File: config.mk
export PLATFORM = sky130hd
export DESIGN_NAME = clk_period_meter
export DESIGN_NICKNAME = d
export VERILOG_FILES = /design/src/rtl/clk_meas_pkg.sv /design/src/rtl/sync_edge_det.sv /design/src/rtl/clk_period_meter.sv
export SDC_FILE = /design/constraint.sdc
export NUM_CORES = 1
export LEC_CHECK = 0
export CORE_ASPECT_RATIO = 1.5
export CORE_MARGIN = 2
export CORE_UTILIZATION = 50
export CTS_BUF_LIST = sky130_fd_sc_hd__clkbuf_4
export DETAILED_ROUTE_END_ITERATION = 8
export GPL_TIMING_DRIVEN = 0
export MAX_ROUTING_LAYER = met4
export PLACE_DENSITY = 0.72
export SYNTH_ARGS = -nofsm -noshare
export SYNTH_HDL_FRONTEND = slang
export SYNTH_SLANG_ARGS = --single-unit
File: constraint.sdc
create_clock -name clock_in -period 3.75 [get_ports clock_in]
set_input_delay 0.5625 -clock clock_in [delete_from_list [all_inputs] [get_ports clock_in]]
set_output_delay 0.5625 -clock clock_in [all_outputs]
set_load 0.01 [all_outputs]
File: src/rtl/clk_meas_pkg.sv
// Shared types and defaults for the clock period meter.
// FSM state encoding, default counter width and timeout.
package clk_meas_pkg;

  typedef enum logic [1:0] {
    IDLE   = 2'd0,
    ARMED  = 2'd1,
    TRACK  = 2'd2,
    LOCKED = 2'd3
  } state_t;

  localparam int          CNT_W_DEF   = 28;
  localparam logic [27:0] TIMEOUT_DEF = 28'd1000000;

endpackage

File: src/rtl/sync_edge_det.sv
// Multi-flop synchronizer plus rising-edge detector.
// Ports: clock_in, reset_n (sync, active-low), sig_in -> s_lvl, rise.
module sync_edge_det #(
  parameter int STAGES = 2
) (
  input  logic clock_in,
  input  logic reset_n,
  input  logic sig_in,
  output logic s_lvl,
  output logic rise
);

  logic [STAGES-1:0] sync;
  logic              s_prev;

  always_ff @(posedge clock_in) begin
    if (!reset_n) begin
      sync   <= '0;
      s_prev <= 1'b0;
    end else begin
      sync   <= {sync[STAGES-2:0], sig_in};
      s_prev <= sync[STAGES-1];
    end
  end

  assign s_lvl = sync[STAGES-1];
  assign rise  = s_lvl & ~s_prev;

endmodule

File: src/rtl/clk_period_meter.sv
// Measures period/high time of an async input, tracks lock and loss.
// Ports: clock_in, reset_n, sig_in, clear -> period_out, high_out,
//   meas_valid, locked, lost, err_cnt; duty_err with DUTY_CHECK_EN.
module clk_period_meter
  import clk_meas_pkg::*;
#(
  parameter int               CNT_W       = CNT_W_DEF,
  parameter int               SYNC_STAGES = 2,
  parameter int               TOL         = 1,
  parameter int               LOCK_COUNT  = 4,
  parameter logic [CNT_W-1:0] TIMEOUT     = CNT_W'(TIMEOUT_DEF)
) (
  input  logic             clock_in,
  input  logic             reset_n,
  input  logic             sig_in,
  input  logic             clear,
  output logic [CNT_W-1:0] period_out,
  output logic [CNT_W-1:0] high_out,
  output logic             meas_valid,
  output logic             locked,
  output logic             lost,
  output logic [7:0]       err_cnt
`ifdef DUTY_CHECK_EN
  ,
  output logic             duty_err
`endif
);

  localparam logic [CNT_W-1:0] CNT_MAX = '1;
  localparam logic [CNT_W-1:0] TOL_C   = CNT_W'(TOL);
  localparam logic [3:0]       LOCK_C  = 4'(LOCK_COUNT);

  logic             s_lvl;
  logic             rise;
  state_t           state;
  logic [CNT_W-1:0] per_cnt;
  logic [CNT_W-1:0] hi_cnt;
  logic [CNT_W-1:0] prev_period;
  logic [CNT_W-1:0] diff;
  logic [3:0]       match_cnt;
  logic [3:0]       match_nxt;
  logic             match;
  logic             timeout;

  sync_edge_det #(
    .STAGES (SYNC_STAGES)
  ) u_sync (
    .clock_in (clock_in),
    .reset_n  (reset_n),
    .sig_in   (sig_in),
    .s_lvl    (s_lvl),
    .rise     (rise)
  );

  // max - min keeps the difference unsigned without wrap
  always_comb begin
    diff = (per_cnt >= prev_period) ?
           per_cnt - prev_period :
           prev_period - per_cnt;
    match     = diff <= TOL_C;
    match_nxt = match_cnt + 4'd1;
    timeout   = (state != IDLE) &&
                (per_cnt >= TIMEOUT) && !rise;
  end

`ifdef DUTY_CHECK_EN
  localparam logic [CNT_W:0] DUTY_TOL = (CNT_W+1)'(2*TOL);
  logic [CNT_W:0] two_hi;
  logic [CNT_W:0] per_x;
  logic [CNT_W:0] duty_diff;

  always_comb begin
    two_hi    = {hi_cnt, 1'b0};
    per_x     = {1'b0, per_cnt};
    duty_diff = (two_hi >= per_x) ?
                two_hi - per_x : per_x - two_hi;
  end
`endif

  always_ff @(posedge clock_in) begin
    if (!reset_n) begin
      per_cnt <= '0;
      hi_cnt  <= '0;
    end else if (rise) begin
      per_cnt <= CNT_W'(1);
      hi_cnt  <= CNT_W'(1);
    end else begin
      if (per_cnt != CNT_MAX)
        per_cnt <= per_cnt + CNT_W'(1);
      if (s_lvl && hi_cnt != CNT_MAX)
        hi_cnt <= hi_cnt + CNT_W'(1);
    end
  end

  always_ff @(posedge clock_in) begin
    if (!reset_n) begin
      state       <= IDLE;
      period_out  <= '0;
      high_out    <= '0;
      meas_valid  <= 1'b0;
      locked      <= 1'b0;
      lost        <= 1'b0;
      err_cnt     <= 8'd0;
      match_cnt   <= 4'd0;
      prev_period <= '0;
`ifdef DUTY_CHECK_EN
      duty_err    <= 1'b0;
`endif
    end else begin
      meas_valid <= 1'b0;
      if (clear) begin
        lost    <= 1'b0;
        err_cnt <= 8'd0;
      end
      // a rise always wins over a coincident timeout
      if (rise) begin
        if (state != IDLE) begin
          period_out  <= per_cnt;
          high_out    <= hi_cnt;
          meas_valid  <= 1'b1;
          prev_period <= per_cnt;
`ifdef DUTY_CHECK_EN
          duty_err    <= duty_diff > DUTY_TOL;
`endif
        end
        unique case (state)
          IDLE: state <= ARMED;
          ARMED: begin
            state     <= TRACK;
            match_cnt <= 4'd0;
          end
          TRACK: begin
            if (match) begin
              match_cnt <= match_nxt;
              if (match_nxt == LOCK_C) begin
                state  <= LOCKED;
                locked <= 1'b1;
              end
            end else begin
              match_cnt <= 4'd0;
            end
          end
          LOCKED: begin
            if (!match) begin
              state     <= TRACK;
              locked    <= 1'b0;
              match_cnt <= 4'd0;
              if (!clear && err_cnt != 8'hFF)
                err_cnt <= err_cnt + 8'd1;
            end
          end
          default: state <= IDLE;
        endcase
      end else if (timeout) begin
        state     <= IDLE;
        locked    <= 1'b0;
        lost      <= 1'b1;
        match_cnt <= 4'd0;
      end
    end
  end

endmodule

Yosys cells after proc, flatten, opt, wreduce, memory -nomap -nowiden

Cells that the tools add are included.
Widths: inputs -> output; s select.

Register bits: 132
Input port bits: 4

Add/subtract/negate cells: 6
Magnitude comparators: 3
Eq/ne operators: 12
Multiplexer cells: 31
Bitwise operators: 3
Reduce and logical (&&, ||, !) cells: 17

Operator list:

| kind                  | number |
|---|---|
| $add 28x1->28 const B | 2 |
| $ne 28x28->1 const B  | 2 |
| $sub 28x28->28        | 2 |
| $mux 8                | 5 |
| $ge 28x20->1 const B  | 1 |
| $ge 28x28->1          | 1 |
| $le 28x1->1 const B   | 1 |
| $mux 28               | 1 |
| $mux 4                | 4 |
| $mux 1                | 13 |
| $pmux 4 s3            | 1 |
| $mux 2                | 5 |
| $ne 3x3->1 const B    | 3 |
| $add 8x1->8 const B   | 1 |
| $ne 8x8->1 const B    | 1 |
| $pmux 2 s4            | 1 |
| $reduce_bool 2->1     | 4 |
| $reduce_and 5->1      | 1 |
| $add 4x1->4 const B   | 1 |
| $eq 2x2->1 const B    | 2 |
| $eq 4x3->1 const B    | 1 |
| $logic_and 1x1->1     | 4 |
| $ne 4x1->1 const B    | 1 |
| $reduce_and 2->1      | 2 |
| other kinds (10)      | 12 |

Logic depth before layout (Yosys ltp)

Gate-level depths: netlist of run 1.

Depth after elaboration: 6
Mapped depth: 17
Depth with buffers taken out: 15

Hierarchy

Synthesis of run 1 repeated with hierarchy kept, for this count alone.

Cell total of the unflattened synthesis: 1175
Area total of the unflattened synthesis: 9003.6 um2

Modules (own cells, without submodules):

| module           | times used | cells each | area each (um2) | sequential area each (um2) |
|---|---|---|---|---|
| clk_period_meter | 1          | 1168       | 8911.0          | 2582.5 |
| sync_edge_det    | 1          | 7          | 92.6            | 60.1 |

Least setup slack after synthesis of run 1

No wires, ideal clock.

Path type: reg2reg
From: reg per_cnt[0]
To: reg locked
Library setup time: 60 ps
Arrival: 3366 ps
Required time: 3690 ps
Slack: 324 ps
Stages on the path, launching flop included: 18
Path buffers: 2
Clock period less this slack: 3426 ps
Path through: dfxtp_1 inv_1 ha_1 inv_1 fa_1 a21o_1 a221oi_4 o211a_4 a21oi_2 or2_1 buf_2 mux2i_1 xor2_1 a2111oi_2 nand4_2 buf_6 nor3_2 o2111a_1

Longest elaborated chain between the ends: 5
Elaborated cells on any way between the ends: 12

RTL lines:

| item                                                      | RTL line                                       | source |
|---|---|---|
| start: declaration                                        | clk_period_meter.sv:36                         | `logic [CNT_W-1:0] per_cnt;` |
| start signal: assignment                                  | clk_period_meter.sv:89                         | `per_cnt <= per_cnt + CNT_W'(1);` |
| $sub 28x28->28 (tied with other cells)                    | clk_period_meter.sv:59                         | `prev_period - per_cnt;` |
| $mux 28 or $logic_and 1x1->1 (tied branches)              | clk_period_meter.sv:57, clk_period_meter.sv:62 |  |
| $le 28x1->1 or $logic_and 1x1->1 (tied branches)          | clk_period_meter.sv:60, clk_period_meter.sv:63 |  |
| $ne 3x3->1 (no line) or $reduce_bool 2->1 (tied branches) | n/a                                            |  |
| $reduce_and 5->1 (no line) *                              | n/a                                            |  |
| end signal: assignment                                    | clk_period_meter.sv:101                        | `locked <= 1'b0;` |
| end signal: assignment                                    | clk_period_meter.sv:137                        | `locked <= 1'b1;` |
| end signal: assignment                                    | clk_period_meter.sv:146                        | `locked <= 1'b0;` |
| end: declaration                                          | clk_period_meter.sv:20                         | `output logic locked,` |

Every way passes the cells marked *; elsewhere a longest branch is shown, timed or not.
A chain may end at the register's enable or synchronous reset.

Worst setup path after layout of run 1

Ends and elaborated chain as after synthesis.

==> run summary, run 1 <==
outcome - complete, but fails checks
failing checks - design-rule violations
Mapped Cells - 1164
DRC errors left - 1
Final Skew - 0.0175 ns
met2 wire length - 13200 um
H-tree depth - 4
R2R Path Start - per_cnt[0]
Worst EP required - 4.23 ns
final worst slack - 0.0926 ns
startpoint types - flip-flop
Clock Latency Late Sink - 0.53 ns
crit path from - per_cnt[0]
CP Max Fanout - 5
Final Setup Violations - 0
clock sinks - 132
initial drt markers - 406
fillers - 1627
Synthesis Warnings - 0
Initial Util - 51.0%
DP HPWL - 19500 um
Flop pwr share - 47.6%
number of global-route vias before repair - 8220
Placed Area - 0.00986 sq mm
global route overflow - 0
Storage cell area - 0.00267 sq mm
Clock Power Share - 38.0%
Syn Area/Cell - 7.64 sq um
pin count of the biggest net entering global routing - 17
Max clock buf depth - 2
Total Power - 0.00297 W
Synth Cell Area - 0.00889 sq mm
Async SR Flop Fraction - 0%
Post-synth EDFFs - 0
initial antenna violation count - 1
Slew @ Worst Pin - 0.863 ns
top cells by area, synth - dfxtp_1 (30%), ha_1 (8.6%), nand2_1 (7.8%)
WHS Path Cells - 1
multi-input logic area - 0.00599 sq mm
Crit path arrival time - 4.13 ns
Tot GR Track Use - 27.1%
Root Driver - clkbuf_4
Pins Over Slew Limit - 0
Reg2Reg Depth - 17
Tmin final - 3.66 ns
Yosys cell types - 73
placement row count - 59
Die Wd - 113 um
Worst setup EP type - flip-flop
post-synth top area share - 29.7%
syn_nets - 1231
GPL Wtd Cong - 0.978
CTS tree - yes
Max-Slew Margin vs Limit - 42.0%
routed wire length on met3 - 902 um
R2R Setup Slk - 0.09 ns
hold_buf cts - 0
Max Cap Violations - 0
setup TNS - 0 ns
post-synthesis sequential area ratio - 29.7%
Gate power share - 14.4%
RSZ-0062 raised after global routing - yes
Layout Nets - 1336
maximum clock rate - 273 MHz
hold path start - u_sync.sync[0]
drt via density - 5.70
Power Dens Cells - 279 mW/mm^2
Core Box Area - 0.0174 sq mm
DR vias - 8516
Internal - 0.00218 W
Routed Antenna Nets - 0
Die Y - 167 um
DRT Pass-1 Iters - 6
#FFs+latches synth - 132
dpl ws - -0.401 ns
Total Wirelength - 25400 um
die area - 0.0189 sq mm
share of cells above drive strength 1 - 11.7%
P_sw - 0.000789 W
I/O Buffers - 70
clock transition at the registers of the reported paths - 0.12 ns
highest metal used - met4
Layout area overhead - 19.8%
Final Cycle Share - 97.5%
TritonCTS Buffers - 17
Hold Vio Cnt, Final - 0
Yosys top cell by area - dfxtp_1
IO Count - 71
worst vdd ir - 0.350 mV
first-pass GRT wire length - 40200 um
final instance area - 0.0107 sq mm
P_leak - 3.88 nW
wire length on met1 - 10300 um
worst min path class - reg2reg
Finished Core Util - 61.2%
most used flip-flop cell after synthesis - dfxtp_1
wire length per cell - 17.0 um
Critical Setup Path Class - reg2reg
Net Sw Frac - 26.5%
## path summary, 6_finish.rpt
check / to
setup / recovery: locked
hold / removal: u_sync.sync[1]
setup reg to reg: locked
hold reg to reg: u_sync.sync[1]
## layer usage
| metal | track usage, % | vias to the layer above |
|---|---|---|
| met4 | 12.1 | 0 |
| li1 | - | 4250 |
| met1 | 29.5 | 3999 |
| met5 | - | - |
| met3 | 3.47 | 58 |
| met2 | 48.8 | 209 |
## synth_stat cells, drive strengths merged (5+ instances only)
cell type  instances
a211oi            17
a21boi            62
a21oi             73
a31oi              8
and2              15
and3              13
and4               8
buf               24
clkbuf            34
dfxtp            132
ha                61
inv               70
mux2i              9
nand2            185
nand2b             5
nand3             44
nand4             22
nor2              99
nor2b              6
nor3              29
nor4               8
o211ai             5
o21a              16
o21ai             56
o31ai              6
or2                6
or3               10
xnor2             45
xor2              34
## placed cells by master, fill, tap and decap left out, types with 7 or more instances in the layout
cell and instances:
a21oi_2 8, clkdlybuf4s50_1 70, buf_2 11, and3_1 12, or3_1 10, and2_1 15
ha_1 59, xnor2_1 45, a211oi_1 9, nand4_1 21, clkbuf_4 18, a21oi_1 63
xor2_1 34, clkbuf_1 29, nor2_1 95, nand2_1 185, o21ai_1 9, buf_4 21
nand3_1 44, a21boi_0 60, o21a_1 16, inv_1 68, nor3_1 26, dfxtp_1 121
dfxtp_2 7, buf_6 7, o21ai_0 44, mux2i_1 8
## per-stage QoR
step	instances	hold WS, ns
floorplan	1164	0.412
global placement	1447	0.420
detailed placement	1447	0.424
CTS	1489	0.461
global route	1495	0.483
finish	1495	0.455
## area by class of cell
class,instances,share of cell area (%)
Timing Repair Buffer,90,8.09
Antenna cell,1,0.0235
Buffer,54,2.51
Inverter,70,2.49
Multi-Input combinational cell,904,56.2
Clock buffer,17,1.20
Tap cell,213,2.50
Clock inverter,14,1.97
Sequential cell,132,25.0
## sequential cells by signal, indices dropped and copies added, names as in the netlist, 2 cells and up
name	flops
u_sync.sync	2
err_cnt	8
high_out	28
state	2
per_cnt	28
hi_cnt	28
match_cnt	4
prev_period	28
## timing repair
item / in CTS / in global routing
setup buffers: 13 / 6
gates resized for setup: 43 / 50
gates cloned: 1 / 0
endpoints found under the setup margin: 14 / 14
pin swaps: 21 / 18
endpoints found under the hold margin: 0 / 0
## critical path, stage by stage, from the launching register on
cell,delay (ns)
dfxtp_4,0.38
inv_4,0.06
ha_4,0.15
inv_2,0.04
fa_2,0.33
a21o_1,0.21
a221oi_4,0.33
o211a_4,0.25
buf_4,0.13
a21oi_2,0.08
or3_1,0.36
a211oi_1,0.27
nand4_1,0.19
o31ai_4,0.13
nand4_4,0.21
buf_6,0.20
nor3_4,0.11
o2111a_1,0.18
## cell families (layout without fill, tap and decap cells)
kind of cell               count (synthesis)  in the layout  synth area share, %
and+or+nand+nor                          462            462                 24.2
AOI/OAI and AO/OA                        290            290                 22.2
DFF                                      132            132                 29.7
buffers and inverters                    128            245                 5.95
xor gates and xnor gates                  79             79                 7.78
adders and majority gates                 63             63                 9.03
muxes                                     10             10                 1.14
other                                      0              1                    0
## power by group through the flow
stage	clock, W	sequential, W	combinational [W]
floorplan	0	0.00145	0.000247
global placement	0	0.00145	0.000333
detailed placement	0	0.00145	0.000335
CTS	0.00114	0.00142	0.000392
global route	0.00121	0.00142	0.000453
finish	0.00113	0.00142	0.000429
No activity file was read; power rests on OpenSTA's default activity.
==> run 2, diff against run 1 <==
--- a/config.mk
+++ b/config.mk
@@ -8,7 +8,7 @@
 export CORE_ASPECT_RATIO = 1.5
 export CORE_MARGIN = 2
 export CORE_UTILIZATION = 50
-export CTS_BUF_LIST = sky130_fd_sc_hd__clkbuf_4
+export CTS_BUF_LIST = sky130_fd_sc_hd__clkbuf_16
 export DETAILED_ROUTE_END_ITERATION = 8
 export GPL_TIMING_DRIVEN = 0
 export MAX_ROUTING_LAYER = met4
==> run 2 against run 1 <==
Effect of this change: die area unchanged; the flow still finishes with violations (design-rule violations); critical path type unchanged; sequential power about the same; non-clock buffer count decreased by 1; wire length up 0.83%; critical endpoint is now match_cnt[3]; combinational power down 0.9%; worst setup slack lost 0.0065 ns.
==> run summary, run 2 (synthesis results as in run 1) <==
Hold Vio Cnt, Final - 0 (unchanged)
most common cell after layout, fill and taps aside - nand2_1
die area - 0.0189 sq mm (unchanged)
GPL Wtd Cong - 0.978 (unchanged)
Layout area overhead - 22.7%
Finished Core Util - 62.6% (+1.5 points)
Total Wirelength - 25600 um (+0.83%)
Routed Antenna Nets - 0 (unchanged)
global route overflow - 0 (unchanged)
wire length per cell - 17.2 um (+0.97%)
Final Setup Violations - 0 (unchanged)
P_leak - 3.99 nW (+2.9%)
Max Cap Violations - 0 (unchanged)
first-pass GRT wire length - 40900 um (+1.7%)
Gate power share - 11.6% (-2.8 points)
multi-input logic area - 0.00598 sq mm (-0.13%)
DRT Pass-1 Iters - 7 (+1)
TritonCTS Buffers - 17 (unchanged)
fillers - 1578 (-3.0%)
outcome - complete, but fails checks
share of cells above drive strength 1 - 11.3% (-0.46 points)
H-tree depth - 4 (unchanged)
worst min path class - reg2reg
maximum clock rate - 273 MHz (-0.18%)
CP Max Fanout - 5 (unchanged)
Initial Util - 51.0% (unchanged)
Core Box Area - 0.0174 sq mm (unchanged)
Internal - 0.00277 W (+27%)
DR vias - 8507 (-0.11%)
Worst EP required - 4.10 ns (-0.13 ns)
DRC errors left - 1 (unchanged)
Flop pwr share - 38.9% (-8.7 points)
Max clock buf depth - 2 (unchanged)
Critical Setup Path Class - reg2reg
Crit path arrival time - 4.01 ns (-0.12 ns)
Die Wd - 113 um (unchanged)
Tmin final - 3.66 ns (+0.00653 ns)
Final Skew - 0.00931 ns (-0.00820 ns)
drt via density - 5.70 (about the same)
pin count of the biggest net entering global routing - 17 (unchanged)
Layout Nets - 1335 (-0.075%)
Power Dens Cells - 334 mW/mm^2 (+20%)
failing checks - design-rule violations
most frequent cells in the layout - nand2_1 (185), dfxtp_1 (122), nor2_1 (96)
DP HPWL - 19500 um (unchanged)
Root Driver - clkbuf_16
initial drt markers - 445 (+9.6%)
Tot GR Track Use - 27.6% (+0.50 points)
I/O Buffers - 70 (unchanged)
clock sinks - 132 (unchanged)
P_sw - 0.000878 W (+11%)
Max-Slew Margin vs Limit - 43.4% (+1.3 points)
Net Sw Frac - 24.1% (-2.4 points)
Clock Power Share - 49.4% (+11 points)
number of global-route vias before repair - 8386 (+2.0%)
hold slack - 0.442 ns (-0.0128 ns)
DP Cell Count - 1447 (unchanged)
startpoint types - flip-flop
initial antenna violation count - 0 (-1)
Clock Latency Late Sink - 0.42 ns (-0.11 ns)
clock transition at the registers of the reported paths - 0.06 ns (-0.06 ns)
Worst setup EP type - flip-flop
CTS tree - yes
antenna cell count - 0 (-1)
Final Cycle Share - 97.7% (+0.17 points)
Die Y - 167 um (unchanged)
Pins Over Slew Limit - 0 (unchanged)
worst vdd ir - 0.363 mV (+3.7%)
Storage cell area - 0.00266 sq mm (-0.33%)
final cell count without fillers - 1493 (-0.13%)
IO Count - 71 (unchanged)
RSZ-0062 raised after global routing - yes
placement row count - 59 (unchanged)
Slew @ Worst Pin - 0.843 ns (-0.0201 ns)
[run 2: worst paths after layout]
path / startpoint / end / slack [ns] / cells after the start
setup / recovery: per_cnt[0] / match_cnt[3] / 0.09 / 17
hold / removal: u_sync.sync[0] / u_sync.sync[1] / 0.44 / 1
setup reg to reg: per_cnt[0] / match_cnt[3] / 0.09 / 17
hold reg to reg: u_sync.sync[0] / u_sync.sync[1] / 0.44 / 1
[run 2: repair_timing]
action                                  in CTS  in global routing
buffers inserted                            14                  4
endpoints found under the setup margin      14                 14
resized for setup                           39                 40
hold buffers                                 0                  0
pin swaps                                   20                 17
gates cloned                                 1                  0
[run 2: power by group through the flow]
stage               combinational, W  clock (W)  sequential (W)
global route                0.000449    0.00188         0.00142
floorplan                   0.000247          0         0.00145
global placement            0.000333          0         0.00145
finish                      0.000425    0.00180         0.00142
detailed placement          0.000335          0         0.00145
CTS                         0.000391    0.00181         0.00142
[run 2: final cells by class]
| type | instances | area share [%] |
|---|---|---|
| Timing Repair Buffer | 89 | 7.81 |
| Clock inverter | 14 | 1.93 |
| Sequential cell | 132 | 24.4 |
| Multi-Input combinational cell | 904 | 54.8 |
| Buffer | 54 | 2.36 |
| Clock buffer | 17 | 3.90 |
| Inverter | 70 | 2.43 |
| Tap cell | 213 | 2.44 |
[run 2: per-layer routing]
layer | vias to the layer above | part of all wire, % | global-route usage (%)
met5 | - | 0 | -
met3 | 72 | 3.1 | 3.58
met2 | 201 | 52 | 49.8
met1 | 3990 | 41 | 29.8
li1 | 4244 | - | -
met4 | 0 | 4.1 | 12.7
[run 2: critical path, stage by stage, from the launching register on]
cell and delay [ns]:
dfxtp_4 0.37, inv_4 0.06, ha_4 0.15, inv_2 0.04, fa_2 0.33, a21o_1 0.21
a221oi_4 0.33, o211a_4 0.24, buf_4 0.13, a21oi_2 0.08, or3_1 0.36, a211oi_1 0.27
nand4_1 0.20, o31ai_4 0.12, nand4_4 0.20, buf_6 0.16, a211o_1 0.22, a21boi_1 0.11
[run 2: metrics by stage]
| step | total power [W] | cell area [sq um] | TNS, ns | worst slack, ns |
|---|---|---|---|---|
| floorplan | 0.00169 | 8890 | 0 | 0.324 |
| global placement | 0.00178 | 9860 | -4.63 | -0.380 |
| detailed placement | 0.00178 | 9860 | -4.97 | -0.401 |
| CTS | 0.00362 | 10700 | 0 | 0.0136 |
| global route | 0.00375 | 10900 | -0.328 | -0.0651 |
| finish | 0.00365 | 10900 | 0 | 0.0861 |
==> run 3, diff against run 2 <==
--- a/config.mk
+++ b/config.mk
@@ -13,6 +13,7 @@
 export GPL_TIMING_DRIVEN = 0
 export MAX_ROUTING_LAYER = met4
 export PLACE_DENSITY = 0.72
+export RECOVER_POWER = 100
 export SYNTH_ARGS = -nofsm -noshare
 export SYNTH_HDL_FRONTEND = slang
 export SYNTH_SLANG_ARGS = --single-unit
==> run 3 against run 2 <==
Effect of this change: the run still ends with design-rule violations left; critical endpoint unchanged; combinational power is essentially flat; cell count is the same; register-to-register slack is essentially flat; worst setup slack gained 0.010 ns; critical path type unchanged; global-route usage is the same; clock power is essentially flat.
==> run summary, run 3 (synthesis results as in run 1) <==
outcome - complete, but fails checks
failing checks - design-rule violations
pin count of the biggest net entering global routing - 17 (unchanged)
R2R Path Start - per_cnt[0]
startpoint types - flip-flop
Total Power - 0.00365 W (about the same)
initial drt markers - 404 (-9.2%)
final instance area - 0.0109 sq mm (unchanged)
I/O Buffers - 70 (unchanged)
worst vdd ir - 0.364 mV (+0.23%)
Max-Slew Margin vs Limit - 42.3% (-1.0 points)
Power Dens Cells - 334 mW/mm^2 (about the same)
Layout area overhead - 22.7% (unchanged)
placement row count - 59 (unchanged)
antenna cell count - 0 (unchanged)
die area - 0.0189 sq mm (unchanged)
fillers - 1578 (unchanged)
Final Cycle Share - 97.4% (-0.28 points)
Crit path arrival time - 4.00 ns (about the same)
most common cell after layout, fill and taps aside - nand2_1
Worst EP required - 4.09 ns (about the same)
clock transition at the registers of the reported paths - 0.06 ns (about the same)
Core Box Area - 0.0174 sq mm (unchanged)
CTS tree - yes
hold slack - 0.440 ns (-0.00208 ns)
IO Count - 71 (unchanged)
WHS Path Cells - 1 (unchanged)
setup TNS - 0 ns (unchanged)
Clock Latency Late Sink - 0.42 ns (about the same)
Initial Util - 51.0% (unchanged)
TritonCTS Buffers - 17 (unchanged)
most frequent cells in the layout - nand2_1 (185), dfxtp_1 (122), nor2_1 (96)
Total Wirelength - 25500 um (-0.33%)
DP HPWL - 19500 um (unchanged)
drt via density - 5.70 (about the same)
H-tree depth - 4 (unchanged)
Hold Vio Cnt, Final - 0 (unchanged)
initial antenna violation count - 0 (unchanged)
GPL Wtd Cong - 0.978 (unchanged)
Max clock buf depth - 2 (unchanged)
maximum clock rate - 274 MHz (+0.28%)
P_leak - 4.12 nW (+3.2%)
R2R Setup Slk - 0.1 ns (about the same)
number of global-route vias before repair - 8386 (unchanged)
DRT Pass-1 Iters - 9 (+2)
Layout Nets - 1335 (unchanged)
hold path start - u_sync.sync[0]
global route overflow - 0 (unchanged)
Die Y - 167 um (unchanged)
CP Max Fanout - 5 (unchanged)
Final Skew - 0.00867 ns (-0.000641 ns)
worst min path class - reg2reg
Final Setup Violations - 0 (unchanged)
Finished Core Util - 62.6% (unchanged)
multi-input logic area - 0.00598 sq mm (unchanged)
share of cells above drive strength 1 - 11.3% (unchanged)
RSZ-0062 raised after global routing - yes
wire length per cell - 17.1 um (-0.33%)
r2r endpoint - match_cnt[3]
Tot GR Track Use - 27.6% (unchanged)
Root Driver - clkbuf_16
Worst setup EP type - flip-flop
Placed Area - 0.00986 sq mm (unchanged)
Max Cap Violations - 0 (unchanged)
first-pass GRT wire length - 40900 um (unchanged)
Reg2Reg Depth - 17 (unchanged)
hold endpoint - u_sync.sync[1]
Slew @ Worst Pin - 0.858 ns (+0.0152 ns)
Die Wd - 113 um (unchanged)
DR vias - 8508 (+0.012%)
Pins Over Slew Limit - 0 (unchanged)
Routed Antenna Nets - 0 (unchanged)
hold_buf cts - 0 (unchanged)
DRC errors left - 1 (unchanged)
Tmin final - 3.65 ns (-0.0104 ns)
Critical Setup Path Class - reg2reg
clock sinks - 132 (unchanged)
Storage cell area - 0.00266 sq mm (unchanged)
run 3: cell count changes in the layout (fill, tap and decap cells not counted):
cell             change
dlygate4sd3_1       +37
clkdlybuf4s50_1     -37
and2_1               -1
and2_0               +1
run 3: metrics by stage:
| step | instances | worst slack, ns |
|---|---|---|
| 2_1_floorplan | 1164 | 0.324 |
| 3_3_place_gp | 1447 | -0.380 |
| 3_5_place_dp | 1447 | -0.401 |
| 4_1_cts | 1490 | 0.0136 |
| 5_1_grt | 1493 | -0.0651 |
| 6_report | 1493 | 0.0965 |
run 3: worst max-delay path by stage:
stage	from	slack, ns	endpoint	depth (start not counted)
final	per_cnt[0]	0.1	match_cnt[3]	17
after detailed placement	per_cnt[0]	-0.40	locked	17
after global placement	per_cnt[0]	-0.38	locked	17
after global routing	prev_period[10]	-0.07	match_cnt[3]	16
after CTS	per_cnt[0]	0.01	err_cnt[3]	16
after floorplan	per_cnt[0]	0.32	locked	17
run 3: area by class of cell:
type | instances | share of cell area (%)
buffer | 54 | 2.36
clock buffer | 17 | 3.90
clock inverter | 14 | 1.93
inverter | 70 | 2.43
multi-input combinational | 904 | 54.8
sequential | 132 | 24.4
tap | 213 | 2.44
timing repair buffer | 89 | 7.81
run 3: repair_timing:
action	in CTS	in global routing
endpoints found under the setup margin	14	14
buffers inserted	14	4
hold endpoints to repair	0	0
gates cloned	1	0
pin swaps	20	17
resized for setup	39	40
run 3: report_power, final:
part / leakage, nW / total (W) / switching [W] / internal, W
Sequential: 1.07 / 0.00142 / 0.0000103 / 0.00141
Clock: 0.296 / 0.00180 / 0.000632 / 0.00117
Combinational: 2.76 / 0.000424 / 0.000237 / 0.000187
run 3: metal layers:
metal	GRT usage [%]	share of wire, %
met1	29.8	40
met2	49.8	52
met3	3.58	3.4
met4	12.7	4.0
met5	-	0
run 3: worst max-delay path, stage by stage, from the launching register on:
cell and delay (ns):
dfxtp_4 0.37, inv_4 0.06, ha_4 0.15, inv_2 0.04
fa_2 0.33, a21o_1 0.21, a221oi_4 0.33, o211a_4 0.24
buf_4 0.13, a21oi_2 0.08, or3_1 0.36, a211oi_1 0.27
nand4_1 0.19, o31ai_4 0.12, nand4_4 0.21, buf_6 0.16
a211o_1 0.22, a21boi_1 0.11
